`src/rtl/axi4_lite_slave_bridge.sv`:
```
// AXI4-Lite slave front-end driving the wreq/rreq register bus.
// One outstanding write and one outstanding read; missing acks time out to SLVERR.
module axi4_lite_slave_bridge #(
    parameter int ADDR_WIDTH     = 16,
    parameter int TIMEOUT_CYCLES = 15
) (
    input  logic                  axi_clk,
    input  logic                  axi_rst,
    input  logic [ADDR_WIDTH-1:0] s_axi_awaddr,
    input  logic                  s_axi_awvalid,
    output logic                  s_axi_awready,
    input  logic [31:0]           s_axi_wdata,
    input  logic [3:0]            s_axi_wstrb,
    input  logic                  s_axi_wvalid,
    output logic                  s_axi_wready,
    output logic [1:0]            s_axi_bresp,
    output logic                  s_axi_bvalid,
    input  logic                  s_axi_bready,
    input  logic [ADDR_WIDTH-1:0] s_axi_araddr,
    input  logic                  s_axi_arvalid,
    output logic                  s_axi_arready,
    output logic [31:0]           s_axi_rdata,
    output logic [1:0]            s_axi_rresp,
    output logic                  s_axi_rvalid,
    input  logic                  s_axi_rready,
    output logic                  axi_wreq,
    output logic [13:0]           axi_waddr,
    output logic [31:0]           axi_wdata,
    input  logic                  axi_wack,
    output logic                  axi_rreq,
    output logic [13:0]           axi_raddr,
    input  logic [31:0]           axi_rdata,
    input  logic                  axi_rack
);

    typedef enum logic [1:0] {W_IDLE, W_REQ, W_WAIT, W_RESP} wstate_t;
    typedef enum logic [1:0] {R_IDLE, R_REQ, R_WAIT, R_RESP} rstate_t;

    localparam logic [7:0] TIMEOUT_LIMIT = 8'(TIMEOUT_CYCLES);
    localparam logic [1:0] RESP_OKAY     = 2'b00;
    localparam logic [1:0] RESP_SLVERR   = 2'b10;

    // ---------------- write path ----------------
    wstate_t     wstate_q, wstate_d;
    logic        aw_held_q, aw_held_d;
    logic        w_held_q, w_held_d;
    logic [13:0] waddr_q, waddr_d;
    logic [31:0] wdata_q, wdata_d;
    logic [3:0]  wstrb_q, wstrb_d;
    logic [1:0]  bresp_q, bresp_d;
    logic [7:0]  wcnt_q, wcnt_d;
    logic        aw_hs, w_hs;
    logic [3:0]  wstrb_eff;

    assign s_axi_awready = (wstate_q == W_IDLE) && !aw_held_q;
    assign s_axi_wready  = (wstate_q == W_IDLE) && !w_held_q;
    assign aw_hs         = s_axi_awvalid && s_axi_awready;
    assign w_hs          = s_axi_wvalid && s_axi_wready;
    assign wstrb_eff     = w_hs ? s_axi_wstrb : wstrb_q;

    always_comb begin
        wstate_d  = wstate_q;
        aw_held_d = aw_held_q;
        w_held_d  = w_held_q;
        waddr_d   = waddr_q;
        wdata_d   = wdata_q;
        wstrb_d   = wstrb_q;
        bresp_d   = bresp_q;
        wcnt_d    = wcnt_q;
        case (wstate_q)
            W_IDLE: begin
                if (aw_hs) begin
                    aw_held_d = 1'b1;
                    waddr_d   = s_axi_awaddr[15:2];
                end
                if (w_hs) begin
                    w_held_d = 1'b1;
                    wdata_d  = s_axi_wdata;
                    wstrb_d  = s_axi_wstrb;
                end
                // Leave as soon as both halves are present, whichever arrived last.
                if ((aw_held_q || aw_hs) && (w_held_q || w_hs)) begin
                    aw_held_d = 1'b0;
                    w_held_d  = 1'b0;
                    if (wstrb_eff != 4'hF) begin
                        wstate_d = W_RESP;
                        bresp_d  = RESP_SLVERR;
                    end else begin
                        wstate_d = W_REQ;
                        wcnt_d   = 8'd0;
                    end
                end
            end
            W_REQ:  wstate_d = W_WAIT;
            W_WAIT: begin
                if (axi_wack) begin
                    wstate_d = W_RESP;
                    bresp_d  = RESP_OKAY;
                end else if (wcnt_q == TIMEOUT_LIMIT) begin
                    wstate_d = W_RESP;
                    bresp_d  = RESP_SLVERR;
                end else begin
                    wcnt_d = wcnt_q + 8'd1;
                end
            end
            W_RESP: if (s_axi_bready) wstate_d = W_IDLE;
            default: wstate_d = W_IDLE;
        endcase
    end

    always_ff @(posedge axi_clk or posedge axi_rst) begin
        if (axi_rst) begin
            wstate_q  <= W_IDLE;
            aw_held_q <= 1'b0;
            w_held_q  <= 1'b0;
            waddr_q   <= '0;
            wdata_q   <= '0;
            wstrb_q   <= '0;
            bresp_q   <= '0;
            wcnt_q    <= '0;
        end else begin
            wstate_q  <= wstate_d;
            aw_held_q <= aw_held_d;
            w_held_q  <= w_held_d;
            waddr_q   <= waddr_d;
            wdata_q   <= wdata_d;
            wstrb_q   <= wstrb_d;
            bresp_q   <= bresp_d;
            wcnt_q    <= wcnt_d;
        end
    end

    assign axi_wreq     = (wstate_q == W_REQ);
    assign axi_waddr    = waddr_q;
    assign axi_wdata    = wdata_q;
    assign s_axi_bvalid = (wstate_q == W_RESP);
    assign s_axi_bresp  = bresp_q;

    // ---------------- read path ----------------
    rstate_t     rstate_q, rstate_d;
    logic [13:0] raddr_q, raddr_d;
    logic [31:0] rdata_q, rdata_d;
    logic [1:0]  rresp_q, rresp_d;
    logic [7:0]  rcnt_q, rcnt_d;

    assign s_axi_arready = (rstate_q == R_IDLE);

    always_comb begin
        rstate_d = rstate_q;
        raddr_d  = raddr_q;
        rdata_d  = rdata_q;
        rresp_d  = rresp_q;
        rcnt_d   = rcnt_q;
        case (rstate_q)
            R_IDLE: begin
                if (s_axi_arvalid) begin
                    raddr_d  = s_axi_araddr[15:2];
                    rcnt_d   = 8'd0;
                    rstate_d = R_REQ;
                end
            end
            R_REQ:  rstate_d = R_WAIT;
            R_WAIT: begin
                if (axi_rack) begin
                    rdata_d  = axi_rdata;
                    rresp_d  = RESP_OKAY;
                    rstate_d = R_RESP;
                end else if (rcnt_q == TIMEOUT_LIMIT) begin
                    rdata_d  = 32'd0;
                    rresp_d  = RESP_SLVERR;
                    rstate_d = R_RESP;
                end else begin
                    rcnt_d = rcnt_q + 8'd1;
                end
            end
            R_RESP: if (s_axi_rready) rstate_d = R_IDLE;
            default: rstate_d = R_IDLE;
        endcase
    end

    always_ff @(posedge axi_clk or posedge axi_rst) begin
        if (axi_rst) begin
            rstate_q <= R_IDLE;
            raddr_q  <= '0;
            rdata_q  <= '0;
            rresp_q  <= '0;
            rcnt_q   <= '0;
        end else begin
            rstate_q <= rstate_d;
            raddr_q  <= raddr_d;
            rdata_q  <= rdata_d;
            rresp_q  <= rresp_d;
            rcnt_q   <= rcnt_d;
        end
    end

    assign axi_rreq     = (rstate_q == R_REQ);
    assign axi_raddr    = raddr_q;
    assign s_axi_rvalid = (rstate_q == R_RESP);
    assign s_axi_rdata  = rdata_q;
    assign s_axi_rresp  = rresp_q;

    // Byte-offset bits and bits above 15 carry no meaning for the register bus.
    logic unused_addr_bits;
    assign unused_addr_bits = ^{s_axi_awaddr, s_axi_araddr};

endmodule

```
`config.mk`:
```
export PLATFORM = sky130hd
export DESIGN_NAME = axi4_lite_slave_bridge
export DESIGN_NICKNAME = d
export VERILOG_FILES = /design/src/rtl/axi4_lite_slave_bridge.sv
export SDC_FILE = /design/constraint.sdc
export NUM_CORES = 1
export LEC_CHECK = 0
export ABC_CLOCK_PERIOD_IN_PS = 5300
export CAP_MARGIN = 5
export CORE_MARGIN = 1.5
export CORE_UTILIZATION = 45
export CTS_CLUSTER_DIAMETER = 100
export DETAILED_ROUTE_END_ITERATION = 8
export PLACE_DENSITY = 0.89
export SYNTH_ARGS = -nofsm -noshare
export SYNTH_HDL_FRONTEND = slang
export SYNTH_SLANG_ARGS = --single-unit
```
`constraint.sdc`:
```
create_clock -name axi_clk -period 5.3 [get_ports axi_clk]
set_input_delay 0.53 -clock axi_clk [delete_from_list [all_inputs] [get_ports axi_clk]]
set_output_delay 0.53 -clock axi_clk [all_outputs]
set_load 0.02 [all_outputs]
```
==> flow_summary.json, run 1 <==
{
  "maxCapViolCount": 0,
  "setup_violations": 0,
  "async_flop_share_pct": 100,
  "grt_max_degree": 81,
  "final_nets": 712,
  "fin_area_um2": 7940,
  "placed_cell_area_um2": 7310,
  "die_w_um": 110,
  "peakVddDrop_mv": 0.449,
  "drt_pass1_iterations": 4,
  "worstSetupStartpoint": "wstate_q[1]",
  "cts_tree": "yes",
  "yosysWarnings": 0,
  "area_growth_syn_to_layout_pct": 53.6,
  "die_area_um2": 12100,
  "crit_type": "reg2out",
  "crit_fanout": 12,
  "yosys.area_share.adder_pct": 2.66,
  "rsz0062_at_grt": "false",
  "grt_pass1_vias": 4282,
  "rows": 38,
  "synth_edf_count": 0,
  "routedWlPerCell_um": 17.8,
  "cts_buffer_depth": 2,
  "ant_nets": 0,
  "htree_levels": 4,
  "cts_setup_buffers": 0,
  "fin_crit_ns": 3.01,
  "cts_root_buffer": "clkbuf_16",
  "tns_ns": 0,
  "crit_required_ns": 4.77,
  "ys.flop_type": "dfrtp_1",
  "syn_inst": 387,
  "cts_inserted_buffers": 17,
  "via_count": 3966,
  "finalHoldViolations": 0,
  "place.gp.congestion": 0.799,
  "final-seq-area_um2": 3000,
  "nFillCells": 759,
  "drc_errors": 0,
  "crit_path_end_kind": "primary output",
  "cts_sinks": 120,
  "muxShareOfSynthArea_pct": 17.2,
  "start_kind": "flop",
  "cts_hold_buf": 0,
  "outcome": "complete, no violations",
  "yosysSeqAreaShare_pct": 58.1,
  "finalCritPeriodShare_pct": 56.7,
  "multi_input_area_um2": 2000,
  "leakagePower_nw": 3.37,
  "grt-ovfl-total": 0,
  "grt_use_total_pct": 23.1,
  "antenna_found_initial": 0,
  "wl_mm": 13.3,
  "dp.final_hpwl_mm": 9.30,
  "synth_xor_area_share_pct": 0,
  "power.density_nw_per_um2": 653,
  "skew_ns": 0.00749,
  "drt_iter0_drc": 201,
  "r2r-start": "rcnt_q[0]",
  "timing.fmax_ghz": 0.333,
  "worst_slew_pin_slew_ns": 1.17,
  "io_pins": 212,
  "clkLatencyLatePin_ns": 0.42,
  "synth.largest_area_cell": "dfrtp_1",
  "syn-cell-area_um2": 5170,
  "ys_ff_latch": 120,
  "drive_gt1_share_pct": 18.2,
  "grt_pass1_wl_mm": 20.9,
  "synth_top_area_share_pct": 58.1,
  "synth_simple_gate_area_share_pct": 6.97,
  "synth.area.top_cells": "dfrtp_1, mux2_2, a22o_1",
  "hold_class": "reg2reg",
  "min-delay-start": "axi_waddr[9]",
  "crit_arrival_ns": 2.48,
  "clkTransAtPathRegs_ns": 0.05,
  "max-slew-margin-rel_pct": 21.8,
  "drv_slew": 0,
  "vias_per_cell": 5.32,
  "synth_top_family_by_area": "multiplexers",
  "post_cts_resized": 0,
  "syn_area_per_cell_um2": 13.4,
  "port_buffers": 205,
  "die_h_um": 110,
  "synth-compound-area-share_pct": 11.8,
  "initial_core_util_pct": 46.9,
  "antenna_cells": 0,
  "synth.distinct_cells": 49,
  "fp.coreArea_um2": 11000
}
[stage by stage]
stage	power (mW)	hold WS (ns)	instances	utilization, %	worst slack, ns
finish	5.18	0.501	745	72.0	2.29
CTS	5.23	0.504	745	72.0	2.28
global placement	3.88	0.482	713	66.2	2.74
global route	5.45	0.518	745	72.0	2.13
floorplan	2.92	0.479	388	-	1.58
detailed placement	3.97	0.490	713	66.2	2.69
[Yosys cell counts (all sizes together) (3+ instances only)]
library cell	number
dfrtp	120
mux2	67
a22o	33
nand2	18
inv	15
buf	13
mux2i	13
nor2	12
ha	11
o211ai	11
clkbuf	9
a211oi	7
nand2b	7
a21oi	6
nand3	6
nand4	3
nor2b	3
nor3	3
[layout by cell type, fill, tap and decap left out, types with 2 or more instances in the layout]
cell             count
a211oi_1             7
a21oi_1              6
a22o_1              33
and2_1               2
and3_1               2
buf_4                2
bufinv_16            3
clkbuf_16           17
clkbuf_8             5
clkdlybuf4s50_1    205
clkinvlp_4           5
conb_1               2
dfrtp_1            120
ha_1                11
inv_1               14
mux2_2              67
mux2i_1             12
nand2_1             18
nand2b_1             6
nand3_1              6
nand3b_1             2
nand4_1              3
nor2_1              12
nor2b_1              3
nor3_1               3
o211ai_1            11
o21ai_0              2
[where the power goes]
part	switching [mW]	internal [mW]
clock	0.410	0.801
combinational	1.15	1.21
sequential	0.271	1.35
total	1.83	3.36
[worst max-delay path, stage by stage (launching register included)]
cell and delay, ns:
dfrtp_1 0.40, inv_1 0.14, ha_1 0.43, inv_1 0.31, nor2_1 0.17, clkdlybuf4s50_1 0.61
[flip-flops by register name, summed over array words and instances (netlist names)]
register and flops:
w_held_q 1, s_axi_rdata 32, axi_wdata 32, rcnt_q 8, aw_held_q 1, s_axi_rresp 1
wstrb_q 4, wstate_q 2, s_axi_bresp 1, rstate_q 2, axi_raddr 14, axi_waddr 14
wcnt_q 8
[layer usage]
layer | GRT usage (%) | vias to the layer above | wire length, um
met4 | 8.61 | 0 | 272
met1 | 25.3 | 1989 | 5030
met2 | 40.0 | 135 | 7000
met5 | 0 | - | 0
li1 | - | 1818 | -
met3 | 9.70 | 24 | 979
[layout make-up]
| type | count | area share [%] |
|---|---|---|
| sequential | 120 | 37.8 |
| clock buffer | 22 | 6.22 |
| inverter | 15 | 0.740 |
| timing repair buffer | 207 | 26.0 |
| clock inverter | 10 | 1.78 |
| multi-input combinational | 231 | 25.2 |
| tap | 140 | 2.21 |
[worst paths after layout]
| check | end | slack, ns | cells after the start |
|---|---|---|---|
| max in group asynchronous | axi_wdata[11] | 3.48 | 3 |
| worst max-delay path | s_axi_wready | 2.29 | 5 |
| worst max register to register | s_axi_rdata[16] | 2.84 | 5 |
| worst min register to register | axi_waddr[9] | 0.50 | 1 |
| min in group asynchronous | s_axi_rdata[18] | 0.69 | 2 |
| worst min-delay path | axi_waddr[9] | 0.50 | 1 |
[cell families (layout without fill, tap and decap cells)]
| logic type | Yosys count | count (layout) |
|---|---|---|
| AOI/OAI and AO/OA | 72 | 72 |
| adders and majority gates | 11 | 11 |
| buffers and inverters | 37 | 254 |
| DFF | 120 | 120 |
| muxes | 80 | 80 |
| other | 1 | 2 |
| and+or+nand+nor | 66 | 66 |
Note: power is estimated with default switching activity, not from simulation.
==> inputs of run 2 (changes only) <==
- ABC_CLOCK_PERIOD_IN_PS: 5300 -> 3010
- CORE_UTILIZATION: 45 -> 43
- PLACE_DENSITY: 0.89 -> 0.86
- clock period: 5.3 -> 3.01 ns (I/O delays scaled with it)
==> run 2 against run 1 <==
Combinational power rose by 76%. Largest power group unchanged. Non-clock buffer count rose by 4. Sequential share of layout area barely moved.
==> flow_summary.json, run 2 (synthesis gave the netlist of run 1 again) <==
{
  "drv_slew": 0,
  "grt_use_total_pct": 21.2,
  "drive_gt1_share_pct": 18.7,
  "cts_inserted_buffers": 17,
  "crit_type": "reg2out",
  "port_buffers": 205,
  "p_clk_share_pct": 22.5,
  "clkLatencyLatePin_ns": 0.41,
  "cts_setup_buffers": 0,
  "p_int_mw": 5.84,
  "switching_share_pct": 35.2,
  "finalCritPeriodShare_pct": 90.7,
  "start_kind": "flop",
  "die_h_um": 113,
  "cts_hold_buf": 0,
  "setup_violations": 0,
  "crit_fanout": 12,
  "tns_ns": 0,
  "cts_root_buffer": "clkbuf_16",
  "multi_input_area_um2": 2000,
  "r2r_cells": 6,
  "crit_slowest_cell": "clkdlybuf4s50_1",
  "vias_per_cell": 5.25,
  "grt_pass1_vias": 4301,
  "layout_common_cells": "clkdlybuf4s50_1, dfrtp_1, mux2_2",
  "routedWlPerCell_um": 17.1,
  "initial_core_util_pct": 44.7,
  "crit_path_frequent_cell": "inv_1",
  "wl_met3_um": 964,
  "ant_nets": 0,
  "fin_crit_ns": 2.73,
  "netSwitchingPower_mw": 3.18,
  "hold_class": "in2async",
  "top_layer_used": "met4",
  "layout_commonest_cell": "clkdlybuf4s50_1",
  "peakVddDrop_mv": 0.729,
  "power.density_nw_per_um2": 1140,
  "post_cts_resized": 0,
  "grt-ovfl-total": 0,
  "drc_errors": 0,
  "finalHoldViolations": 0,
  "drt_pass1_iterations": 4,
  "max-slew-margin-rel_pct": 48.0,
  "die_area_um2": 12700,
  "wl_mm": 12.9,
  "antenna_cells": 0,
  "grt_pass1_wl_mm": 21.1,
  "outcome": "complete, no violations",
  "fp.coreArea_um2": 11600,
  "worst_slew_pin_slew_ns": 0.778,
  "drt_iter0_drc": 197,
  "maxCapViolCount": 0,
  "dp.final_hpwl_mm": 9.52,
  "nFillCells": 810,
  "placed_cell_area_um2": 7340,
  "grt_max_degree": 45,
  "finalCoreUtilization_pct": 68.7,
  "leakagePower_nw": 3.37,
  "fin_area_um2": 7950,
  "rows": 39,
  "cts_tree": "yes",
  "final_nets": 716,
  "clkTransAtPathRegs_ns": 0.05,
  "path_cells": "inv_1, ha_1, inv_1, nor2_1, clkdlybuf4s50_1",
  "crit_arrival_ns": 2.43,
  "io_pins": 212,
  "wl_met1_mm": 4.94,
  "crit_required_ns": 2.71,
  "area_growth_syn_to_layout_pct": 53.7,
  "via_count": 3946,
  "cts_buffer_depth": 2,
  "antenna_found_initial": 0,
  "htree_levels": 4,
  "pwr-share-comb_pct": 45.9,
  "crit_path_end_kind": "primary output",
  "rsz0062_at_grt": "false",
  "cp_slowest_stage_delay_ns": 0.62,
  "seq_power_share_pct": 31.6,
  "final-seq-area_um2": 3000,
  "cts_sinks": 120,
  "timing.fmax_ghz": 0.366,
  "place.gp.congestion": 0.814,
  "skew_ns": 0.00480,
  "wl_met2_mm": 6.75,
  "die_w_um": 113
}
run 2: per-layer routing:
metal  vias up  track usage (%)
met3        20             7.67
met5         -                0
li1       1827                -
met4         0             8.44
met2       152             36.7
met1      1947             24.0
run 2: power by group through the flow:
stage | clock, mW | combinational [mW] | sequential (mW)
finish | 2.03 | 4.15 | 2.85
global route | 2.14 | 4.42 | 2.94
CTS | 2.08 | 4.19 | 2.85
detailed placement | 0 | 4.16 | 2.86
global placement | 0 | 4.05 | 2.81
floorplan | 0 | 1.58 | 3.56
run 2: critical path, delay by kind of cell, from the launching register on:
kind | cells | cell delay, ns
adders and majority gates | 1 | 0.41
DFF | 1 | 0.40
and+or+nand+nor | 1 | 0.16
buffers and inverters | 3 | 1.04
run 2: per-stage QoR:
step	cells	total power [mW]	worst slack [ns]	hold WS (ns)
floorplan	388	5.14	1.13	0.434
global placement	720	6.86	0.766	0.484
detailed placement	720	7.02	0.705	0.490
CTS	752	9.12	0.251	0.416
global route	752	9.50	0.0844	0.472
finish	752	9.02	0.281	0.413
run 2: area by class of cell:
cell class                      instances  share of cell area, %
Clock buffer                           19                   5.70
Clock inverter                         13                   1.92
Multi-Input combinational cell        231                   25.2
Inverter                               15                  0.756
Tap cell                              143                   2.25
Timing Repair Buffer                  211                   26.4
Sequential cell                       120                   37.8
run 2: final timing paths:
| path | from | to | slack, ns |
|---|---|---|---|
| max | wstate_q[0] | s_axi_awready | 0.28 |
| min | axi_rst | axi_raddr[4] | 0.41 |
| max reg2reg | wstate_q[0] | wcnt_q[7] | 0.73 |
| min reg2reg | axi_raddr[12] | axi_raddr[12] | 0.50 |
| max in group asynchronous | axi_rst | s_axi_rdata[9] | 2.18 |
| min in group axi_clk | axi_rdata[10] | s_axi_rdata[10] | 0.49 |
==> edit 1: new RTL, config.mk and constraints of run 2 <==
The 4 states of `rstate_t` get a one-hot encoding in 4 bits.
--- a/src/rtl/axi4_lite_slave_bridge.sv
+++ b/src/rtl/axi4_lite_slave_bridge.sv
@@ -34,7 +34,7 @@
 );
 
     typedef enum logic [1:0] {W_IDLE, W_REQ, W_WAIT, W_RESP} wstate_t;
-    typedef enum logic [1:0] {R_IDLE, R_REQ, R_WAIT, R_RESP} rstate_t;
+    typedef enum logic [3:0] {R_IDLE = 4'b0001, R_REQ = 4'b0010, R_WAIT = 4'b0100, R_RESP = 4'b1000} rstate_t;
 
     localparam logic [7:0] TIMEOUT_LIMIT = 8'(TIMEOUT_CYCLES);
     localparam logic [1:0] RESP_OKAY     = 2'b00;
Behaviour: no difference found for any inputs over 4 cycles, from zero or initial values and one cycle with axi_rst high; so few cycles prove little.
==> edit 1 against run 2 <==
  * Sequential cell count grew 2
  * Highest routed layer unchanged
  * Routed wire length shrank 3.2%
  * Synthesized area shrank 3.3%
  * Via count shrank 0.38%
  * Critical path type unchanged
  * Sequential share of layout area grew 1.4 points
  * Setup slack gained 0.20 ns
  * Total power shrank 4.5%
  * Cell area shrank 1.9%
==> edit 1: results (changes against run 2) <==
Outcome
  – Status: finished, final reports clean (unchanged)

Timing
  – Slew HR: 48.09% (was 47.96%)
  – Clk_skew: 0.006943 ns (was 0.004804 ns)

Synthesis
  – Post-synth top cells: dfrtp_1 (121), nand2_1 (54), mux2_2 (51), a22o_1 (34), inv_1 (13) (was dfrtp_1 (120), mux2_2 (67), a22o_1 (33), nand2_1 (18), inv_1 (15))
  – Sequential area share after synthesis: 61.09% (was 58.08%)
  – Ranking of synthesized cells by area: dfrtp_1 (61%), mux2_2 (11%), a22o_1 (6.0%), nand2_1 (4.1%), ha_1 (1.8%) (was dfrtp_1 (58%), mux2_2 (15%), a22o_1 (5.6%), ha_1 (2.7%), mux2i_1 (2.3%))
  – Synth unique cells: 44 (was 49)
  – Yosys warns: 0 (unchanged)

Route
  – Initial drt markers: 134 (was 197)
  – Vias: 3931 (was 3946)
  – Post-Route WL: 12460 microns (was 12880 microns)

Global routing
  – First-pass GRT wire length: 20120 microns (was 21120 microns)
  – GRT Resource Usage Total: 20.82% (was 21.24%)
  – Antenna violations before repair: 0 (unchanged)
  – Vias in the first global route: 4061 (was 4301)
  – Largest net degree at the start of global routing: 123 (was 45)

Setup path
  – Critical Path AT: 2.23 ns (was 2.43 ns)
  – Worst-path maximum fanout: 9 (was 12)
  – Worst Reg-to-Reg Cells: 7 (was 6)

CTS
  – Root Buffer: clkbuf_16 (unchanged)
  – Worst-path clk slew: 0.05 ns (about the same)
  – Number of CTS-inserted buffers: 17 (unchanged)
  – Max clock buf depth: 2 (unchanged)
  – Post_cts resized: 0 (unchanged)
  – Hold_buf cts: 0 (unchanged)

Placed design
  – RD Place Congestion: 0.8597 (was 0.8137)
  – Post-detail-place hpwl: 8860 microns (was 9520 microns)
  – Dpl cell area: 0.007206 sq mm (was 0.007342 sq mm)
  – Pre-CTS WS: 0.6524 ns (was 0.7054 ns)

Power and ir drop
  – Psw: 0.002944 W (was 0.003179 W)
  – VDD IR max: 0.0007007 V (was 0.0007285 V)
  – Pleak: 3.461 nW (was 3.371 nW)

Layout
  – Fillers: 814 (was 810)
  – Proportion of layout cells with a drive suffix above 1: 14.86% (was 18.72%)
  – # nets final: 729 (was 716)
## edit 1: cell types whose count changed after synthesis, moves of 3 or more
cell | run 2 | this run
o21ai_0 | 2 | 10
buf_2 | 8 | 3
mux2i_1 | 12 | 4
and3_1 | 2 | 5
o211ai_1 | 11 | 3
nand2_1 | 18 | 54
a211oi_1 | 7 | 0
o21a_1 | 0 | 3
mux2_2 | 67 | 51
nand3_1 | 6 | 9
a31oi_1 | 0 | 5
a21oi_1 | 6 | 12
ha_1 | 11 | 7
## edit 1: final cells by class
| cell class | count | area (sq um) | area share (%) |
|---|---|---|---|
| Clock buffer | 25 | 505.5 | 6.482 |
| Clock inverter | 7 | 87.58 | 1.123 |
| Inverter | 13 | 52.55 | 0.6738 |
| Multi-Input combinational cell | 249 | 1818 | 23.31 |
| Sequential cell | 122 | 3054 | 39.16 |
| Tap cell | 143 | 178.9 | 2.294 |
| Timing Repair Buffer | 210 | 2102 | 26.95 |
## edit 1: cell families after synthesis
family	count (synthesis)	synth area share [%]
AOI/OAI and AO/OA	77	11.51
xor gates and xnor gates	2	0.3504
adders and majority gates	7	1.752
buffers and inverters	32	2.628
DFF	122	61.09
muxes	55	12.29
other	1	0.07500
and+or+nand+nor	106	10.31
## edit 1: per-layer routing
| layer | up-vias | GRT usage [%] | wire length [microns] |
|---|---|---|---|
| li1 | 1853 | - | - |
| met1 | 1904 | 24.85 | 5159 |
| met2 | 149 | 34.98 | 6257 |
| met3 | 25 | 6.944 | 729 |
| met4 | 0 | 7.949 | 313 |
| met5 | - | 0 | 0 |
## edit 1: stage by stage
stage / power [W] / instances
5_1_grt: 0.009058 / 769
2_1_floorplan: 0.004803 / 403
3_5_place_dp: 0.006653 / 737
3_3_place_gp: 0.006504 / 737
4_1_cts: 0.008713 / 769
6_report: 0.008615 / 769
## edit 1: power groups by stage
| stage | clock network [W] | registers, W | logic [W] |
|---|---|---|---|
| after floorplan | 0 | 0.00356 | 0.00124 |
| after global placement | 0 | 0.00278 | 0.00373 |
| after detailed placement | 0 | 0.00282 | 0.00383 |
| after CTS | 0.00204 | 0.00282 | 0.00385 |
| after global routing | 0.00212 | 0.00290 | 0.00404 |
| final | 0.00200 | 0.00281 | 0.00380 |
## edit 1: final timing paths
check / start / to / slack (ns)
hold / removal: axi_rst / axi_raddr[0] / 0.39
setup reg to reg: wstate_q[0] / wcnt_q[5] / 0.65
max in group asynchronous: axi_rst / axi_waddr[12] / 2.07
min in group axi_clk: s_axi_araddr[8] / axi_raddr[6] / 0.42
setup / recovery: wstate_q[0] / s_axi_wready / 0.48
hold reg to reg: axi_raddr[3] / axi_raddr[3] / 0.47
==> edit 2: new RTL, flow settings as in run 2 <==
Made on the original files. `TIMEOUT_CYCLES`: 15 -> 7.
--- a/src/rtl/axi4_lite_slave_bridge.sv
+++ b/src/rtl/axi4_lite_slave_bridge.sv
@@ -2,7 +2,7 @@
 // One outstanding write and one outstanding read; missing acks time out to SLVERR.
 module axi4_lite_slave_bridge #(
     parameter int ADDR_WIDTH     = 16,
-    parameter int TIMEOUT_CYCLES = 15
+    parameter int TIMEOUT_CYCLES = 7
 ) (
     input  logic                  axi_clk,
     input  logic                  axi_rst,
Formal check against the unedited RTL: no difference found for any inputs over 4 cycles, from zero or initial values and one cycle with axi_rst high; that may be too few to reach the edited logic, so the function may still have changed.
==> edit 2 against run 2 <==
  * Routed wire length is 4.2% lower
  * Sequential cell count stayed put
  * Total power shrank 1.8%
  * Sequential share of layout area up 0.74 points
  * Cell area fell by 1.9%
  * Synthesized area shrank 3.3%
  * Cell count down 1.5%
  * Setup slack better by 0.15 ns
  * Register-to-register slack lost 0.30 ns
  * Combinational power decreased by 4%
  * Critical endpoint unchanged
==> edit 2: results (changes against run 2) <==
Outcome
  – Status: finished, final reports clean (unchanged)

Layout
  – # nets final: 707 (was 716)
  – Proportion of layout cells with a drive suffix above 1: 17.22% (was 18.72%)
  – Number of diodes: 0 (unchanged)

Synthesis
  – Synth unique cells: 44 (was 49)
  – Sequential area share after synthesis: 60.09% (was 58.08%)
  – Ranking of synthesized cells by area: dfrtp_1 (60%), mux2_2 (15%), a22o_1 (6.3%), ha_1 (2.8%), nand2_1 (1.4%) (was dfrtp_1 (58%), mux2_2 (15%), a22o_1 (5.6%), ha_1 (2.7%), mux2i_1 (2.3%))
  – Post-synth top cells: dfrtp_1 (120), mux2_2 (66), a22o_1 (36), nand2_1 (18), nor2_1 (16) (was dfrtp_1 (120), mux2_2 (67), a22o_1 (33), nand2_1 (18), inv_1 (15))
  – Yosys warns: 0 (unchanged)

Hold path
  – Min-delay worst type: input port to asynchronous set/reset pin (unchanged)

Route
  – Met2 wire len: 6346 microns (was 6749 microns)
  – Via density per instance: 5.121 (was 5.247)
  – WL met1: 4954 microns (was 4941 microns)
  – Initial drt markers: 134 (was 197)
  – Max layer used: met4 (unchanged)
  – Met3 routed WL: 844 microns (was 964 microns)
  – DR WL/cell: 16.65 microns (was 17.12 microns)

Setup path
  – Critical Path AT: 2.28 ns (was 2.43 ns)
  – Worst-path maximum fanout: 11 (was 12)
  – Worst Reg-to-Reg Cells: 7 (was 6)

CTS
  – Setup bufs post-CTS: 0 (unchanged)
  – Root Buffer: clkbuf_16 (unchanged)
  – Worst-path clk slew: 0.05 ns (about the same)

Global routing
  – Antenna violations before repair: 0 (unchanged)
  – GRT Resource Usage Total: 21.30% (was 21.24%)
  – Vias in the first global route: 4155 (was 4301)
  – Largest net degree at the start of global routing: 98 (was 45)
  – GR Util met2: 35.39% (was 36.67%)
  – First-pass GRT wire length: 20620 microns (was 21120 microns)
  – M3 GR Usage: 8.803% (was 7.667%)
  – Met1 usage: 24.94% (was 23.99%)

Power and ir drop
  – VDD IR max: 0.0009613 V (was 0.0007285 V)
  – Pleak: 3.419 nW (was 3.371 nW)

Timing
  – Clk_skew: 0.01011 ns (was 0.004804 ns)
  – Slew HR: 54.13% (was 47.96%)

Placed design
  – Pre-CTS WS: 0.4101 ns (was 0.7054 ns)
  – RD Place Congestion: 0.7946 (was 0.8137)
  – Dpl cell area: 0.007199 sq mm (was 0.007342 sq mm)
  – Post-detail-place hpwl: 8690 microns (was 9520 microns)
[edit 2: power breakdown]
group          internal, W  total (W)  leakage [nW]  switching, W
Combinational      0.00208    0.00400          1.66       0.00192
Clock              0.00135    0.00204         0.292      0.000685
Sequential         0.00237    0.00282          1.47      0.000452
[edit 2: final timing paths]
check	start	slack, ns	endpoint
setup / recovery	wstate_q[1]	0.43	s_axi_awready
hold / removal	axi_rst	0.29	axi_raddr[1]
setup reg to reg	wstate_q[1]	0.43	wcnt_q[6]
hold reg to reg	s_axi_rdata[31]	0.49	s_axi_rdata[31]
max in group asynchronous	axi_rst	1.84	axi_wdata[29]
min in group axi_clk	s_axi_rdata[31]	0.49	s_axi_rdata[31]
[edit 2: metrics by stage]
| step | utilization, % | instances |
|---|---|---|
| global placement | 63.32 | 711 |
| global route | 68.56 | 741 |
| CTS | 68.56 | 741 |
| finish | 68.56 | 741 |
| detailed placement | 63.32 | 711 |
| floorplan | - | 377 |
[edit 2: area by class of cell]
class	instances	area, sq um
tap	143	178.9
clock inverter	8	121.4
sequential	120	3003
timing repair buffer	210	2102
multi-input combinational	226	1867
inverter	12	48.80
clock buffer	22	474.2
fill	826	3575
[edit 2: critical path: stages (launching register included)]
cell             delay, ns
dfrtp_1               0.40
inv_1                 0.14
ha_1                  0.43
inv_1                 0.15
nor2_1                0.14
clkdlybuf4s50_1       0.62
[edit 2: cell families after synthesis]
family,count (synthesis),synth area share [%]
buf+inv,31,2.629
mux,71,15.97
compound gates,69,10.57
simple gates,71,7.561
fa+ha+maj,11,2.754
xor+xnor,2,0.3506
other cells,1,0.07504
flops,120,60.09
